<file path="src/rtl/pair_topk_sorter.sv">
// Keeps the NUM_PAIRS smallest-distance candidate pairs in a sorted register file.
// Once the last candidate arrives, it streams the kept pairs out in ascending distance order.
module pair_topk_sorter #(
    parameter int NUM_POINTS = 1000,
    parameter int NUM_PAIRS  = 16,
    parameter int DIST_W     = 40,
    localparam int PW        = $clog2(NUM_POINTS),
    localparam int KW        = $clog2(NUM_PAIRS + 1)
) (
    input  logic              clk,
    input  logic              rst,
    input  logic [PW-1:0]     cand_pointa,
    input  logic [PW-1:0]     cand_pointb,
    input  logic [DIST_W-1:0] cand_dist,
    input  logic              cand_last,
    input  logic              cand_vld,
    output logic              cand_rdy,
    output logic [PW-1:0]     pointa_out,
    output logic [PW-1:0]     pointb_out,
    output logic              points_out_vld,
    input  logic              points_out_rdy,
    output logic              points_out_last,
    output logic [KW-1:0]     kept_cnt,
    output logic [31:0]       drop_cnt
);

    typedef enum logic {COLLECT = 1'b0, DRAIN = 1'b1} state_t;

    state_t state_reg, state_next;

    // Slot storage. Slot 0 is the smallest distance; valid slots are contiguous from 0.
    logic [NUM_PAIRS-1:0][PW-1:0]     a_reg, a_next;
    logic [NUM_PAIRS-1:0][PW-1:0]     b_reg, b_next;
    logic [NUM_PAIRS-1:0][DIST_W-1:0] d_reg, d_next;
    logic [NUM_PAIRS-1:0]             vld_reg, vld_next;

    logic [KW-1:0] kept_reg;
    logic [31:0]   drop_reg;

    logic [NUM_PAIRS-1:0] le;
    logic                 accept, out_hs, full, insert, set_done;

    // Neighbour views: "dn" is the slot below (candidate feeds slot 0), "up" the slot above.
    logic [NUM_PAIRS-1:0][PW-1:0]     a_dn, a_up, b_dn, b_up;
    logic [NUM_PAIRS-1:0][DIST_W-1:0] d_dn, d_up;
    logic [NUM_PAIRS-1:0]             vld_dn, vld_up, le_dn;

    assign accept   = cand_vld && cand_rdy;
    assign out_hs   = points_out_vld && points_out_rdy;
    assign full     = vld_reg[NUM_PAIRS-1];
    // Every valid slot <= candidate means a full store rejects it outright.
    assign insert   = accept && !le[NUM_PAIRS-1];
    assign set_done = out_hs && (kept_reg == KW'(1));

    assign a_dn   = {a_reg[NUM_PAIRS-2:0], cand_pointa};
    assign b_dn   = {b_reg[NUM_PAIRS-2:0], cand_pointb};
    assign d_dn   = {d_reg[NUM_PAIRS-2:0], cand_dist};
    assign vld_dn = {vld_reg[NUM_PAIRS-2:0], 1'b1};
    assign le_dn  = {le[NUM_PAIRS-2:0], 1'b1};
    assign a_up   = {PW'(0), a_reg[NUM_PAIRS-1:1]};
    assign b_up   = {PW'(0), b_reg[NUM_PAIRS-1:1]};
    assign d_up   = {DIST_W'(0), d_reg[NUM_PAIRS-1:1]};
    assign vld_up = {1'b0, vld_reg[NUM_PAIRS-1:1]};

    genvar gi;
    generate
        for (gi = 0; gi < NUM_PAIRS; gi++) begin : gen_slot
            logic take_cand;
            logic shift_up;

            // Sorted contents make le a thermometer code; its length is the insert position.
            assign le[gi]    = vld_reg[gi] && (d_reg[gi] <= cand_dist);
            assign take_cand = insert && !le[gi] && le_dn[gi];
            assign shift_up  = insert && !le_dn[gi];

            assign a_next[gi]   = take_cand ? cand_pointa : shift_up ? a_dn[gi]
                                : out_hs ? a_up[gi] : a_reg[gi];
            assign b_next[gi]   = take_cand ? cand_pointb : shift_up ? b_dn[gi]
                                : out_hs ? b_up[gi] : b_reg[gi];
            assign d_next[gi]   = take_cand ? cand_dist : shift_up ? d_dn[gi]
                                : out_hs ? d_up[gi] : d_reg[gi];
            assign vld_next[gi] = take_cand ? 1'b1 : shift_up ? vld_dn[gi]
                                : out_hs ? vld_up[gi] : vld_reg[gi];
        end
    endgenerate

    always_ff @(posedge clk) begin
        a_reg <= a_next;
        b_reg <= b_next;
        d_reg <= d_next;
    end

    always_ff @(posedge clk or posedge rst) begin
        if (rst) begin
            vld_reg <= '0;
        end else begin
            vld_reg <= vld_next;
        end
    end

    always_ff @(posedge clk or posedge rst) begin
        if (rst) begin
            kept_reg <= '0;
        end else if (insert && !full) begin
            kept_reg <= kept_reg + KW'(1);
        end else if (out_hs) begin
            kept_reg <= kept_reg - KW'(1);
        end
    end

    // Any accept while full loses one pair: either an evicted tail slot or the candidate itself.
    always_ff @(posedge clk or posedge rst) begin
        if (rst) begin
            drop_reg <= '0;
        end else if (state_reg == DRAIN && state_next == COLLECT) begin
            drop_reg <= '0;
        end else if (accept && full && drop_reg != 32'hFFFF_FFFF) begin
            drop_reg <= drop_reg + 32'd1;
        end
    end

    always_ff @(posedge clk or posedge rst) begin
        if (rst) begin
            state_reg <= COLLECT;
        end else begin
            state_reg <= state_next;
        end
    end

    always_comb begin
        state_next = state_reg;
        case (state_reg)
            COLLECT: if (accept && cand_last) state_next = DRAIN;
            DRAIN:   if (set_done || !vld_reg[0]) state_next = COLLECT;
            default: state_next = COLLECT;
        endcase
    end

    always_comb begin
        cand_rdy        = (state_reg == COLLECT);
        points_out_vld  = (state_reg == DRAIN) && vld_reg[0];
        points_out_last = points_out_vld && (kept_reg == KW'(1));
        pointa_out      = points_out_vld ? a_reg[0] : '0;
        pointb_out      = points_out_vld ? b_reg[0] : '0;
    end

    assign kept_cnt = kept_reg;
    assign drop_cnt = drop_reg;

endmodule

</file>
<file path="config.mk">
export PLATFORM = sky130hd
export DESIGN_NAME = pair_topk_sorter
export DESIGN_NICKNAME = d
export VERILOG_FILES = /design/src/rtl/pair_topk_sorter.sv
export SDC_FILE = /design/constraint.sdc
export NUM_CORES = 2
export LEC_CHECK = 0
export CORE_MARGIN = 8
export CORE_UTILIZATION = 36
export CTS_BUF_LIST = sky130_fd_sc_hd__clkbuf_8
export CTS_CLUSTER_SIZE = 24
export DETAILED_ROUTE_END_ITERATION = 10
export GPL_TIMING_DRIVEN = 0
export HOLD_SLACK_MARGIN = 0.08
export PLACE_DENSITY = 0.51
export SYNTH_ARGS = -nofsm -noshare
export SYNTH_HDL_FRONTEND = slang
export SYNTH_SLANG_ARGS = --single-unit
</file>
<file path="constraint.sdc">
create_clock -name clk -period 5.5 [get_ports clk]
set_input_delay 0.825 -clock clk [delete_from_list [all_inputs] [get_ports clk]]
set_output_delay 0.825 -clock clk [all_outputs]
set_load 0.03 [all_outputs]
</file>
==> metrics.md <==
| Metric | Value |
|---|---|
| Top-count cell post-synth | `edfxtp_1` |
| Nets | `7,417` |
| Total clock buffers created by CTS | `193` |
| Clock Latency Late Sink | `1.00 ns` |
| Primary FF master, synth | `edfxtp_1` |
| Cell internal pwr | `30,200 uW` |
| Clock network power share | `12.7%` |
| Critical path's most frequent cell | `clkbuf_1` |
| Post-route setup slack | `-0.00928 ns` |
| Library cells used by synthesis | `78` |
| Clock sink count | `1,014` |
| Top cells by count, synth | `edfxtp_1 (960), ha_1 (644), a21oi_1 (586), clkbuf_1 (393), o21ai_0 (339)` |
| Num ports | `125` |
| Depth of the CTS H-tree | `4` |
| Clock slew at reported path FFs | `0.07 ns` |
| Die Span Y | `447 um` |
| Largest register FFs | `600` |
| Max Freq | `182 MHz` |
| Crit share post-route | `100%` |
| Worst Path Buf+Inv | `6` |
| Cells after Synth | `6,383` |
| Seq/Total Area, Yosys | `45.1%` |
| Reg power frac | `33.8%` |
| Share of the synthesized area in the top cell type | `43.1%` |
| Die area | `0.200 mm^2` |
| Synth warn | `0` |
| Area grow syn2layout | `12.9%` |
| Crit path cell chain | `clkbuf_2 > clkinvlp_4 > buf_4 > ha_1 > nand4_1 > nor4_2 > o31a_1 > nor3_1 > o21ai_0 > clkbuf_1 > clkbuf_1 > clkbuf_1 > nand3_1 > o221ai_1` |
| Core Footprint | `0.185 mm^2` |
| Longest Clk Path Bufs | `3` |
| Worst slew pin tran | `1.62 ns` |
| Status | `complete, but fails checks` |
| Leak | `0.0291 uW` |
| CTS tree | `done` |
| GRT overflow | `0` |
| Synth area leaders | `edfxtp_1 (43%), ha_1 (12%), a21oi_1 (4.4%)` |
| Crit path required time | `6.30 ns` |
| Critical path data arrival time | `6.31 ns` |
| RSZ-0062 raised after global routing | `no` |
| CTS root buffer | `clkbuf_8` |
| Slowest stage delay, CP | `0.73 ns` |
| Routability-driven placement congestion ratio | `0.946` |
| Drt total wl | `279,000 um` |
| Asr flop ratio synth | `5.33%` |
| DR vias | `58,100` |
| Sw Pwr | `27,200 uW` |
| Site row count | `158` |
| IO buf count | `85` |
| Power share of the combinational group | `53.5%` |
| Drt pass-1 iters | `6` |
| Flops & latches, synth | `1,014` |
| Worst setup path start | `cand_dist[38]` |
| Worst Setup EP | `d_dn[302]` |
| CP Class | `in2reg` |
| Antenna violations before repair | `11` |
| Mapped cell area | `0.0669 mm^2` |
| Net Sw Frac | `47.4%` |
| Starting Density | `36.2%` |
| Tmin final | `5.51 ns` |
| CP max FO | `11` |
| First-pass GRT wire length | `394,000 um` |
| R2R setup slack | `0.28 ns` |
| Worst Hold Class | `in2async` |
| Post-synth EDFFs | `960` |
| Failing checks | `capacitance limit, slew limit, setup timing` |
| Critical path's top delay family | `buffers and inverters` |
| Clk_skew | `0.0794 ns` |
| CP Depth | `14` |
| Vias in the first global route | `56,200` |
| Max_cap viols | `1` |
| WL per Instance | `29.9 um` |
| PwrDens | `761 mW/mm^2` |
| Hold Fails Final Rpt | `0` |
| Dpl hpwl | `221,000 um` |
| Critical R2R Capture | `b_dn[36]` |
| Die width | `447 um` |
| Total track usage | `26.6%` |
| CP max stage cell | `clkbuf_1` |
| Cell accounting for the most synthesized area | `edfxtp_1` |
| Final setup vio count | `2` |
| Vias per cell | `6.21` |
| Syn Nets | `7,092` |
| Minimum hold slack | `0.215 ns` |
| Syn Area/Cell | `10.5 um^2` |
| Setup slack at placement | `-4.00 ns` |
| R2R Path Start | `d_reg[639]` |
| VDD IR-drop max | `0.000355 V` |
| Layout cells sized above 1 | `8.17%` |
| Post-route DRC violation count | `0` |
| Largest net degree at the start of global routing | `61` |
| Drt first-iter violations | `6,648` |
| Worst relative slew slack | `-8.32%` |
| Crit start category | `primary input` |
| Crit end category | `flip-flop` |
| Slew Limit Fails | `15` |
| Reg2Reg Depth | `12` |
| Number of routed nets with antenna violations | `0` |
-- cells by family (layout without fill, tap and decap cells) --
group	Yosys count	count (layout)	share of synthesized area (%)
compound gates	2377	2377	24.9
buf+inv	866	1341	5.14
simple gates	1270	1276	9.67
other cells	0	12	0
fa+ha+maj	644	644	12.0
mux	183	183	2.74
flops	1014	1014	45.1
xor+xnor	29	29	0.380
-- worst min-delay path by stage --
stage	start	end	slack, ns	depth (start not counted)
2_1_floorplan	vld_reg[7]	vld_reg[6]	0.50	2
3_3_place_gp	kept_cnt[4]	kept_cnt[4]	0.50	1
3_5_place_dp	kept_cnt[4]	kept_cnt[4]	0.50	1
4_1_cts	rst	drop_cnt[16]	0.17	2
5_1_grt	rst	drop_cnt[22]	0.25	2
6_report	rst	drop_cnt[16]	0.22	2
-- metrics by stage --
stage	TNS (ns)	cell area, um^2	util (%)	power (uW)	cells
3_5_place_dp	-6233.16	71100	38.4	49300	8954
3_3_place_gp	-9341.83	70900	38.3	48600	8948
4_1_cts	0	75400	40.7	56800	9340
6_report	-0.0173	75500	40.8	57500	9356
5_1_grt	0	75500	40.8	60500	9350
2_1_floorplan	-30.32	66900	-	38200	6383
-- worst register-to-register path: stages (launching register included) --
cell,delay [ns]
edfxtp_1,0.46
ha_1,0.36
nand4_1,0.20
nor4_2,0.49
nand3_1,0.34
a21oi_2,0.32
a211oi_4,0.14
o21bai_2,0.44
buf_2,0.53
buf_2,0.71
clkbuf_2,0.59
o21ai_0,0.26
a21oi_1,0.20
-- layout make-up --
type	count	area [um^2]
Antenna cell	12	30.0
Sequential cell	1014	30200
Timing Repair Buffer	118	1170
Clock buffer	199	2740
Buffer	561	2370
Fill cell	18300	110000
Clock inverter	152	812
Tap cell	2480	3100
Timing Repair inverter	8	60.1
Inverter	303	1340
Multi-Input combinational cell	4509	33700
-- cells in the final DEF, fill, tap and decap left out, types with 22 or more instances in the layout --
master / synthesis / layout
clkdlybuf4s50_1: 0 / 84
a21o_1: 43 / 43
buf_1: 29 / 27
and3_1: 186 / 186
nand2_1: 314 / 304
clkbuf_1: 393 / 347
edfxtp_1: 960 / 960
o22ai_1: 245 / 245
a21boi_0: 32 / 32
o211ai_1: 28 / 28
a21oi_1: 586 / 584
clkbuf_2: 1 / 42
mux2i_1: 181 / 181
a211oi_1: 24 / 23
o21ai_0: 339 / 339
o31ai_1: 90 / 87
ha_1: 644 / 644
buf_2: 136 / 135
inv_1: 273 / 326
and2_1: 26 / 26
nor2_1: 129 / 129
a22oi_1: 22 / 22
buf_4: 4 / 33
o22a_1: 80 / 80
nor3_1: 83 / 83
a22o_1: 102 / 102
clkinv_1: 30 / 60
a2bb2oi_1: 262 / 262
nand3_1: 276 / 276
nand4_1: 151 / 151
clkinv_4: 0 / 26
o221ai_1: 43 / 43
a32oi_1: 40 / 40
dfrtp_1: 54 / 54
a221o_1: 193 / 193
o2bb2ai_1: 159 / 159
clkbuf_8: 0 / 199
-- timing repair --
action / 4_1_cts / 5_1_grt
gates cloned: 11 / 3
endpoints found under the setup margin: 1936 / 741
setup buffers: 25 / 2
hold buffers: 0 / 0
pin swaps: 2 / 1
resized for setup: 153 / 23
-- metal layers --
layer  wire [um]  part of all wire (%)  vias to the layer above  track usage, %
met4       12600                   4.5                        2            10.9
met3       23000                   8.2                      540            4.13
met1      122000                    44                    28700            37.2
met5           7                0.0025                        -               0
met2      122000                    44                     2671            41.2
li1            -                     -                    26200               -
-- power groups by stage --
stage | Combinational, uW | Sequential, uW | Clock, uW
6_report | 30800 | 19400 | 7280
3_5_place_dp | 29900 | 19400 | 0
5_1_grt | 33100 | 19800 | 7620
3_3_place_gp | 29100 | 19500 | 0
2_1_floorplan | 20400 | 17800 | 0
4_1_cts | 30200 | 19200 | 7320
(Power assumes the default switching activity.)
